File: config.mk
export PLATFORM = sky130hd
export DESIGN_NAME = ex_mdu_stage_flat
export DESIGN_NICKNAME = d
export VERILOG_FILES = /design/src/rtl/ex_mdu_stage_if.sv /design/src/rtl/ex_mdu_stage.sv /design/src/flat_wrapper.sv
export SDC_FILE = /design/constraint.sdc
export NUM_CORES = 1
export LEC_CHECK = 0
export CAP_MARGIN = 20
export CORE_ASPECT_RATIO = 1.2
export CORE_MARGIN = 10
export CORE_UTILIZATION = 52
export DETAILED_ROUTE_END_ITERATION = 10
export GPL_TIMING_DRIVEN = 0
export PLACE_DENSITY = 0.77
export SLEW_MARGIN = 20
export SYNTH_ARGS = -nofsm -noshare
export SYNTH_HDL_FRONTEND = slang
export SYNTH_SLANG_ARGS = --single-unit
File: constraint.sdc
create_clock -name clk -period 3.6 [get_ports clk]
set_input_delay 0.36 -clock clk [delete_from_list [all_inputs] [get_ports clk]]
set_output_delay 0.36 -clock clk [all_outputs]
set_load 0.01 [all_outputs]
File: src/rtl/ex_mdu_stage_if.sv
// Request/response bundle between the EX-stage issue logic and the multiply/divide unit.
// master = issuing side, slave = the unit.
interface ex_mdu_stage_if #(
  parameter int XLEN = 32,
  parameter int RD_W = 5
);
  logic            flush;
  logic            in_valid;
  logic            in_ready;
  logic [2:0]      funct3;
  logic [XLEN-1:0] opr_a;
  logic [XLEN-1:0] opr_b;
  logic [RD_W-1:0] rd_in;
  logic            out_valid;
  logic            out_ready;
  logic [XLEN-1:0] out_res;
  logic [RD_W-1:0] out_rd;
  logic            busy;

  modport master (
    output flush, in_valid, funct3, opr_a, opr_b, rd_in, out_ready,
    input  in_ready, out_valid, out_res, out_rd, busy
  );

  modport slave (
    input  flush, in_valid, funct3, opr_a, opr_b, rd_in, out_ready,
    output in_ready, out_valid, out_res, out_rd, busy
  );
endinterface

File: src/rtl/ex_mdu_stage.sv
// Iterative RV32M/RV64M multiply/divide unit: shift-add multiply, restoring divide, one bit per cycle.
// Optional macro MDU_FAST_MUL_EN replaces the iterative multiply with a single-cycle multiplier.
module ex_mdu_stage #(
  parameter int XLEN = 32,
  parameter int RD_W = 5
) (
  input  logic           clk,
  input  logic           rst_n,
  ex_mdu_stage_if.slave  mdu
);
  localparam int            CW   = $clog2(XLEN + 1);
  localparam logic [CW-1:0] LAST = CW'(XLEN);

  typedef enum logic [1:0] {IDLE, MUL, DIV, DONE} state_e;
  state_e state, state_n;

  logic [CW-1:0]     cnt;
  logic [2*XLEN-1:0] acc;
  logic [XLEN-1:0]   a_mag, b_mag, res;
  logic [1:0]        fn;
  logic [RD_W-1:0]   rd;
  logic              sa, sb, quick;

  // ---- accept-side decode ----
  logic            sgn_a_op, sgn_b_op, in_sa, in_sb;
  logic [XLEN-1:0] a_abs, b_abs, spc_res;
  logic            div_zero, div_ovf, div_spc;

  always_comb begin
    sgn_a_op = mdu.funct3[2] ? ~mdu.funct3[0]
                             : (mdu.funct3[1:0] == 2'b01 || mdu.funct3[1:0] == 2'b10);
    sgn_b_op = mdu.funct3[2] ? ~mdu.funct3[0] : (mdu.funct3[1:0] == 2'b01);
    in_sa    = sgn_a_op & mdu.opr_a[XLEN-1];
    in_sb    = sgn_b_op & mdu.opr_b[XLEN-1];
    a_abs    = in_sa ? -mdu.opr_a : mdu.opr_a;
    b_abs    = in_sb ? -mdu.opr_b : mdu.opr_b;
    div_zero = (mdu.opr_b == '0);
    div_ovf  = ~mdu.funct3[0] && (mdu.opr_a == {1'b1, {(XLEN-1){1'b0}}}) && (mdu.opr_b == '1);
    div_spc  = div_zero | div_ovf;
    if (div_zero) spc_res = mdu.funct3[1] ? mdu.opr_a : '1;
    else          spc_res = mdu.funct3[1] ? '0 : mdu.opr_a;
  end

`ifdef MDU_FAST_MUL_EN
  logic signed [2*XLEN+1:0] fprod;
  logic [XLEN-1:0]          fast_res;
  always_comb begin
    fprod    = $signed({in_sa, mdu.opr_a}) * $signed({in_sb, mdu.opr_b});
    fast_res = (mdu.funct3[1:0] == 2'b00) ? fprod[XLEN-1:0] : fprod[2*XLEN-1:XLEN];
  end
`else
  logic [XLEN:0]     mul_sum;
  logic [2*XLEN-1:0] mul_p;
  logic [XLEN-1:0]   mul_res;
  // acc = {partial sum, remaining multiplier bits}; each step adds and shifts right once
  always_comb begin
    mul_sum = {1'b0, acc[2*XLEN-1:XLEN]} + (acc[0] ? {1'b0, a_mag} : '0);
    mul_p   = (sa ^ sb) ? -acc : acc;
    mul_res = (fn == 2'b00) ? mul_p[XLEN-1:0] : mul_p[2*XLEN-1:XLEN];
  end
`endif

  // acc = {remainder, dividend/quotient}; shift left, trial-subtract divisor
  logic [2*XLEN:0] div_sh;
  logic [XLEN:0]   div_sub;
  logic [XLEN-1:0] quo, rem, div_res;
  always_comb begin
    div_sh  = {acc, 1'b0};
    div_sub = div_sh[2*XLEN:XLEN] - {1'b0, b_mag};
    quo     = (sa ^ sb) ? -acc[XLEN-1:0] : acc[XLEN-1:0];
    rem     = sa ? -acc[2*XLEN-1:XLEN] : acc[2*XLEN-1:XLEN];
    div_res = fn[1] ? rem : quo;
  end

  // ---- control ----
  always_ff @(posedge clk) begin
    if (!rst_n) state <= IDLE;
    else        state <= state_n;
  end

  always_comb begin
    state_n = state;
    case (state)
      IDLE: if (mdu.in_valid) begin
`ifdef MDU_FAST_MUL_EN
        // fast multiply parks one cycle in DIV with quick set, like the divide special cases
        state_n = DIV;
`else
        state_n = mdu.funct3[2] ? DIV : MUL;
`endif
      end
      MUL:     if (cnt == LAST) state_n = DONE;
      DIV:     if (quick || cnt == LAST) state_n = DONE;
      DONE:    if (mdu.out_ready) state_n = IDLE;
      default: state_n = IDLE;
    endcase
    if (mdu.flush) state_n = IDLE;
  end

  // ---- datapath ----
  always_ff @(posedge clk) begin
    if (!rst_n) begin
      cnt   <= '0;
      acc   <= '0;
      a_mag <= '0;
      b_mag <= '0;
      res   <= '0;
      fn    <= '0;
      rd    <= '0;
      sa    <= 1'b0;
      sb    <= 1'b0;
      quick <= 1'b0;
    end else if (!mdu.flush) begin
      case (state)
        IDLE: if (mdu.in_valid) begin
          fn    <= mdu.funct3[1:0];
          rd    <= mdu.rd_in;
          sa    <= in_sa;
          sb    <= in_sb;
          a_mag <= a_abs;
          b_mag <= b_abs;
          cnt   <= '0;
          acc   <= {{XLEN{1'b0}}, (mdu.funct3[2] ? a_abs : b_abs)};
`ifdef MDU_FAST_MUL_EN
          quick <= ~mdu.funct3[2] | div_spc;
          if (!mdu.funct3[2])  res <= fast_res;
          else if (div_spc)    res <= spc_res;
`else
          quick <= mdu.funct3[2] & div_spc;
          if (mdu.funct3[2] && div_spc) res <= spc_res;
`endif
        end
`ifndef MDU_FAST_MUL_EN
        MUL: begin
          if (cnt == LAST) res <= mul_res;
          else begin
            acc <= {mul_sum, acc[XLEN-1:1]};
            cnt <= cnt + CW'(1);
          end
        end
`endif
        DIV: if (!quick) begin
          if (cnt == LAST) res <= div_res;
          else begin
            if (!div_sub[XLEN]) acc <= {div_sub[XLEN-1:0], div_sh[XLEN-1:1], 1'b1};
            else                acc <= div_sh[2*XLEN-1:0];
            cnt <= cnt + CW'(1);
          end
        end
        default: ;
      endcase
    end
  end

  assign mdu.in_ready  = (state == IDLE);
  assign mdu.busy      = (state != IDLE);
  assign mdu.out_valid = (state == DONE);
  assign mdu.out_res   = res;
  assign mdu.out_rd    = rd;
endmodule

File: src/flat_wrapper.sv
// flat-port wrapper written by rule: the top's interface ports become plain ports
module ex_mdu_stage_flat 
#(
  parameter int XLEN = 32,
  parameter int RD_W = 5
)
  (clk, rst_n, mdu_flush, mdu_in_valid, mdu_funct3, mdu_opr_a, mdu_opr_b, mdu_rd_in, mdu_out_ready, mdu_in_ready, mdu_out_valid, mdu_out_res, mdu_out_rd, mdu_busy);
  ex_mdu_stage_if #(.XLEN(XLEN), .RD_W(RD_W)) mdu_i ();
  input  logic clk;
  input  logic rst_n;
  input wire logic [$bits(mdu_i.flush)-1:0] mdu_flush;
  input wire logic [$bits(mdu_i.in_valid)-1:0] mdu_in_valid;
  input wire logic [$bits(mdu_i.funct3)-1:0] mdu_funct3;
  input wire logic [$bits(mdu_i.opr_a)-1:0] mdu_opr_a;
  input wire logic [$bits(mdu_i.opr_b)-1:0] mdu_opr_b;
  input wire logic [$bits(mdu_i.rd_in)-1:0] mdu_rd_in;
  input wire logic [$bits(mdu_i.out_ready)-1:0] mdu_out_ready;
  output wire logic [$bits(mdu_i.in_ready)-1:0] mdu_in_ready;
  output wire logic [$bits(mdu_i.out_valid)-1:0] mdu_out_valid;
  output wire logic [$bits(mdu_i.out_res)-1:0] mdu_out_res;
  output wire logic [$bits(mdu_i.out_rd)-1:0] mdu_out_rd;
  output wire logic [$bits(mdu_i.busy)-1:0] mdu_busy;
  assign mdu_i.flush = mdu_flush;
  assign mdu_i.in_valid = mdu_in_valid;
  assign mdu_i.funct3 = mdu_funct3;
  assign mdu_i.opr_a = mdu_opr_a;
  assign mdu_i.opr_b = mdu_opr_b;
  assign mdu_i.rd_in = mdu_rd_in;
  assign mdu_i.out_ready = mdu_out_ready;
  assign mdu_in_ready = mdu_i.in_ready;
  assign mdu_out_valid = mdu_i.out_valid;
  assign mdu_out_res = mdu_i.out_res;
  assign mdu_out_rd = mdu_i.out_rd;
  assign mdu_busy = mdu_i.busy;
  ex_mdu_stage #(.XLEN(XLEN), .RD_W(RD_W)) u_core (.clk(clk), .rst_n(rst_n), .mdu(mdu_i));
endmodule
=== After elaboration in Yosys (flattened, before gate mapping) ===
Cells that the tools add are included.

* Add/sub/neg operators: 8
* Muxes and demuxes: 36
* Reductions and logical operators: 16
* Bitwise gates (word level): 8
* Equal/unequal tests: 17

{| class="wikitable"
|+ Operators with widths
! operator !! count
|-
| 32-bit 2-to-1 mux || 16
|-
| 64-bit 2-to-1 mux || 6
|-
| 64-bit case mux with 3 select lines || 1
|-
| 32-bit negation || 4
|-
| 32-bit case mux with 3 select lines || 1
|-
| 32-bit == test, second input constant || 2
|-
| 64-bit negation || 1
|-
| 32-bit by 33-bit adder with 33-bit output || 1
|-
| 33-bit by 32-bit subtractor with 33-bit output || 1
|-
| 32-bit zero test || 1
|-
| 6-bit 2-to-1 mux || 3
|-
| 6-bit case mux with 3 select lines || 1
|-
| 2-bit 2-to-1 mux || 5
|-
| 2-bit inequality test, second input constant || 5
|-
| 2-bit by 1-bit inequality test with 1-bit output, second input constant || 4
|-
| 2-bit case mux with 4 select lines || 1
|-
| 4-bit AND reduction || 2
|-
| 7-bit AND reduction || 1
|-
| 6-bit by 1-bit adder with 6-bit output, second input constant || 1
|-
| 2-bit == test, second input constant || 3
|-
| 6-bit == test, second input constant || 1
|-
| 6-bit AND reduction || 1
|-
| 2-bit by 1-bit == test with 1-bit output, second input constant || 2
|-
| 2-bit zero test || 2
|-
| 11 further kinds || 19
|}

* Bits in registers: 178
* Bits of input ports: 77
* Word-level logic and storage cells: 96

=== Longest topological paths before layout ===
* Depth in word-level cells: 8
* Depth in mapped cells: 15
* Depth with buffers taken out: 13

=== Worst setup path before layout ===
Ideal clock, no wire load.

* Kind: register -> register
* Start: register u_core.acc[0]
* End: register u_core.acc[61]
* Cell stages (with the launch flop): 16
* Library setup time: 0.074 ns
* Period minus slack after synthesis: 3.523 ns
* Data required time: 3.526 ns
* Path slack: 0.077 ns
* Arrival: 3.448 ns
* Path buffers: 2
* Cells stage by stage: dfxtp_1 clkbuf_1 clkbuf_1 and2_1 ha_1 inv_1 fa_1 nand2b_1 a211oi_1 o21ai_0 o211ai_1 o21ai_0 o311ai_0 nand2b_1 or4_1 a31oi_1

* Word-level cells in the longest chain between the ends: 4

{| class="wikitable"
|+ RTL lines
! element !! RTL line !! text
|-
| start: declaration || ex_mdu_stage.sv:18 || <nowiki>logic [2*XLEN-1:0] acc;</nowiki>
|-
| start signal: assignment || ex_mdu_stage.sv:123 || <nowiki>acc <= {{XLEN{1'b0}}, (mdu.funct3[2] ? a_abs : b_abs)};</nowiki>
|-
| start signal: assignment || ex_mdu_stage.sv:137 || <nowiki>acc <= {mul_sum, acc[XLEN-1:1]};</nowiki>
|-
| start signal: assignment || ex_mdu_stage.sv:145 || <nowiki>if (!div_sub[XLEN]) acc <= {div_sub[XLEN-1:0], div_sh[XLEN-1:1], 1'b1};</nowiki>
|-
| 32-bit 2-to-1 mux || ex_mdu_stage.sv:57 || <nowiki>mul_sum = {1'b0, acc[2*XLEN-1:XLEN]} + (acc[0] ? {1'b0, a_mag} : '0);</nowiki>
|-
| 32-bit by 33-bit adder with 33-bit output || ex_mdu_stage.sv:57 ||
|-
| 64-bit 2-to-1 mux || ex_mdu_stage.sv:135 || <nowiki>if (cnt == LAST) res <= mul_res;</nowiki>
|-
| 64-bit case mux with 3 select lines || ex_mdu_stage.sv:114 || <nowiki>case (state)</nowiki>
|}

No other way between the ends. The select of a mux whose other input is x is not followed.
A chain may end at the register's enable or synchronous reset.

=== Worst setup path in the final report ===
* Start: register u_core.acc[9]
* End: register u_core.res[17] (netlist: u_core.mdu.out_res[17])

* Word-level cells in the longest chain between the ends: 6
* Elaborated cells on any way between the ends: 10

{| class="wikitable"
|+ RTL lines
! element !! RTL line !! text
|-
| 32-bit negation || ex_mdu_stage.sv:70 || <nowiki>quo = (sa ^ sb) ? -acc[XLEN-1:0] : acc[XLEN-1:0];</nowiki>
|-
| 32-bit 2-to-1 mux || ex_mdu_stage.sv:70 ||
|-
| 32-bit 2-to-1 mux || ex_mdu_stage.sv:72 || <nowiki>div_res = fn[1] ? rem : quo;</nowiki>
|-
| 32-bit 2-to-1 mux || ex_mdu_stage.sv:143 || <nowiki>if (cnt == LAST) res <= div_res;</nowiki>
|-
| 32-bit 2-to-1 mux || ex_mdu_stage.sv:142 || <nowiki>DIV: if (!quick) begin</nowiki>
|-
| 32-bit case mux with 3 select lines (*) || ex_mdu_stage.sv:114 ||
|-
| end signal: assignment || ex_mdu_stage.sv:130 || <nowiki>if (mdu.funct3[2] && div_spc) res <= spc_res;</nowiki>
|-
| end signal: assignment || ex_mdu_stage.sv:135 ||
|-
| end signal: assignment || ex_mdu_stage.sv:143 ||
|-
| end: declaration || ex_mdu_stage.sv:19 || <nowiki>logic [XLEN-1:0] a_mag, b_mag, res;</nowiki>
|}

Every way passes the cells marked *; elsewhere a longest branch is shown, timed or not. The select of a mux whose other input is x is not followed.

==> metrics.txt <==
detailed-route via count 18,850; WS Path Type flip-flop to flip-flop; DR iter-0 viols 2,760; drt first pass iters 6; post-synthesis compound-gate area fraction 0.293; Finish-stage setup viols 2; slowest CP cell a222oi_1; Seq/Total Area, Yosys 0.222; initial cell density of the core 0.527; Final Cycle Share 1.02; Reg clk slew, reported paths 0.07 ns; Max rail drop VDD 0.297 mV; Max Cap Viol 0; PD cells 333 nW/um2; Clock Sinks 178; Syn-to-layout area delta 17.0%; pre-CTS WS -1.18 ns; mux contribution to synthesized area 0.0301; status complete, but fails checks; vias in the first global route 17,263; Syn Nets 2,357; RSZ-0062 raised after global routing yes; setup TNS -0.0783 ns; placed insts 2,711; Synth Area in Simple Gates 0.210; layout cells sized above 1 0.0719; crit start category flip-flop; WP data required 3.94 ns; Avg Vias per Cell 6.86; I/O Pins 117; WP data arrival 4.00 ns; Syn Inst Count 2,202; drt wl/cell 27.4 um; headroom to the max-slew limit 0.264; clk root buf clkbuf_16; detailed placement HPWL 59,900 um; Chip Width 180 um; leak pwr 6.98 nW; Clock Skew 0.0173 ns; Total GRT Usage 0.372; most used cell, CP or4_4; Non-Filler Instances 2,749; fmax 0.274 GHz; Die Y 213 um; row count 70; Num CTS Buffers 17; main combinational cell family by area after synthesis compound AO/OA/AOI/OAI gates; CTS tree done; grt total ovfl 0; Synth Area in Adders 0.0779; Placer Congestion 1.05; Post-Route WL 75,400 um; fin. max-slew vios 0; die footprint 38,400 um2; antenna violations before repair 3; yosys warns 0; H-tree depth 4; FFs w/ async S/R, synth 0; final hold viol count 0; final critical-path required period 3.65 ns; Core ar. 30,500 um2; IO buf count 113; Crit. End Element flip-flop; largest net degree at the start of global routing 19; Layout Nets 2,494; # DRC 0; xor and xnor area share after synthesis 0.106; class of the worst hold path primary input to flip-flop; Crit path largest cell delay 0.82 ns; failing checks setup timing; global-route wire length before repair 109,000 um; Post-Syn Area 16,100 um2; worst-skew pair later-pin latency 0.46 ns; post-route ant nets 0; Worst-Margin Slew 1.10 ns; ys flop type dfxtp_1; Bufs on Longest Clock Path 2; Avg Inst Size Synth 7.30 um2; critical path fanouts, max 6; distinct cell type count after synthesis 83; crit-path cells or4_4 -> nor3_2 -> nand4_1 -> or4_4 -> o31a_1 -> xor2_1 -> a222oi_1 -> o211ai_1 -> o211a_1; number of synthesized flops with an enable pin 0; crit path setup slack, layout -0.0549 ns; post-synthesis register bit count 178
==> power breakdown <==
group,leakage [nW],internal [mW],total [mW],switching (mW)
sequential,1.46,2.09,2.20,0.118
clock,0.289,0.990,1.95,0.958
combinational,5.24,0.717,2.12,1.40
total,6.98,3.79,6.27,2.48
==> through the flow <==
stage	util	hold WS (ns)	area, um2	power [mW]
6_report	0.617	0.453	18800	6.27
5_1_grt	0.617	0.475	18800	6.43
4_1_cts	0.609	0.452	18600	6.11
3_5_place_dp	0.580	0.449	17700	4.16
3_3_place_gp	0.580	0.438	17700	4.14
2_1_floorplan	-	0.432	16100	3.38
==> critical path: cells and delay by family (launching register included) <==
family,cells,cell delay (ns)
AOI/OAI and AO/OA,4,1.48
xor gates and xnor gates,1,0.15
DFF,1,0.43
and+or+nand+nor,4,1.49
==> worst paths after layout <==
path,from,slack [ns],cells after the start,to
worst max-delay path,u_core.acc[9],-0.05,9,u_core.mdu.out_res[17]
worst min-delay path,mdu_rd_in[4],0.45,3,u_core.mdu.out_rd[4]
worst max register to register,u_core.acc[9],-0.05,9,u_core.mdu.out_res[17]
worst min register to register,u_core.mdu.out_rd[4],0.46,2,u_core.mdu.out_rd[4]
==> synth_stat cells, types with 5 or more instances <==
library cell / instances / area share
xnor2_1: 113 / 0.062
ha_1: 76 / 0.059
dfxtp_1: 178 / 0.22
nand2_1: 184 / 0.043
a221o_1: 14 / 0.0087
buf_1: 12 / 0.0028
and4_1: 6 / 0.0033
o21a_1: 9 / 0.0042
o211ai_1: 39 / 0.018
maj3_1: 26 / 0.016
or4_1: 18 / 0.0084
o2111ai_1: 5 / 0.0027
a211oi_1: 89 / 0.042
and2_1: 38 / 0.015
o21ai_0: 142 / 0.044
o221ai_1: 12 / 0.0065
inv_1: 75 / 0.018
or3_1: 20 / 0.0078
nor3_1: 60 / 0.019
a22oi_1: 41 / 0.019
a221oi_1: 7 / 0.0038
clkbuf_1: 155 / 0.036
a31oi_1: 45 / 0.018
xor2_1: 81 / 0.044
o41ai_1: 6 / 0.0033
or2_2: 7 / 0.0027
nor2b_1: 14 / 0.0055
o31a_1: 6 / 0.0033
a21o_1: 17 / 0.0079
nand2b_1: 24 / 0.0093
and3_1: 8 / 0.0031
nor2_1: 220 / 0.051
o31ai_1: 23 / 0.011
nand3_1: 33 / 0.010
nand4_1: 26 / 0.010
nor4_1: 19 / 0.0074
a21oi_1: 215 / 0.067
mux2i_1: 46 / 0.029
==> what timing repair did <==
action | in CTS | in global routing
buffers inserted | 13 | 3
pin swaps | 11 | 11
setup endpoints to repair | 71 | 77
resized for setup | 52 | 65
hold buffers | 0 | 0
==> cell type report <==
| type | instances | area [um2] |
|---|---|---|
| multi-input cells | 1771 | 11900 |
| fillers | 2811 | 11700 |
| flip-flops and latches | 178 | 3580 |
| repair buffers | 129 | 1270 |
| plain buffers | 166 | 699 |
| well taps | 396 | 495 |
| clock buffers | 17 | 425 |
| inverters | 76 | 285 |
| clock inverters | 15 | 168 |
| diodes | 1 | 2.50 |
==> placed cells by master (no fill, tap or decap), types with 18 or more instances in the layout <==
master and count:
o31ai_1 22, and2_1 37, maj3_1 26, nand2b_1 23
xor2_1 80, nor3_1 52, a22oi_1 41, xnor2_1 112
clkdlybuf4s50_1 107, mux2i_1 46, o211ai_1 39, nor2_1 217
a211oi_1 83, o21ai_0 136, clkbuf_1 133, a21oi_1 209
nand4_1 26, or3_1 18, dfxtp_1 172, buf_4 20
inv_1 75, a31oi_1 43, nand3_1 32, nand2_1 184
ha_1 74
==> sequential cells by signal, indices dropped and copies added (netlist names), 2 cells and up <==
name / flops
u_core.mdu.out_rd: 5
u_core.a_mag: 32
u_core.b_mag: 32
u_core.acc: 64
u_core.state: 2
u_core.fn: 2
u_core.cnt: 6
u_core.mdu.out_res: 32
==> kinds of logic after synthesis <==
| kind of cell | after synthesis |
|---|---|
| xor+xnor | 194 |
| buf+inv | 253 |
| mux | 48 |
| flops | 178 |
| fa+ha+maj | 104 |
| compound gates | 727 |
| simple gates | 698 |
==> per-layer routing <==
layer / share of wire / track usage / wire [um]
met1: 0.38 / 0.455 / 28400
met4: 0.067 / 0.211 / 5050
met3: 0.13 / 0.114 / 9950
met5: 0.00016 / 0 / 12
met2: 0.42 / 0.569 / 32000
(Power assumes the default switching activity.)
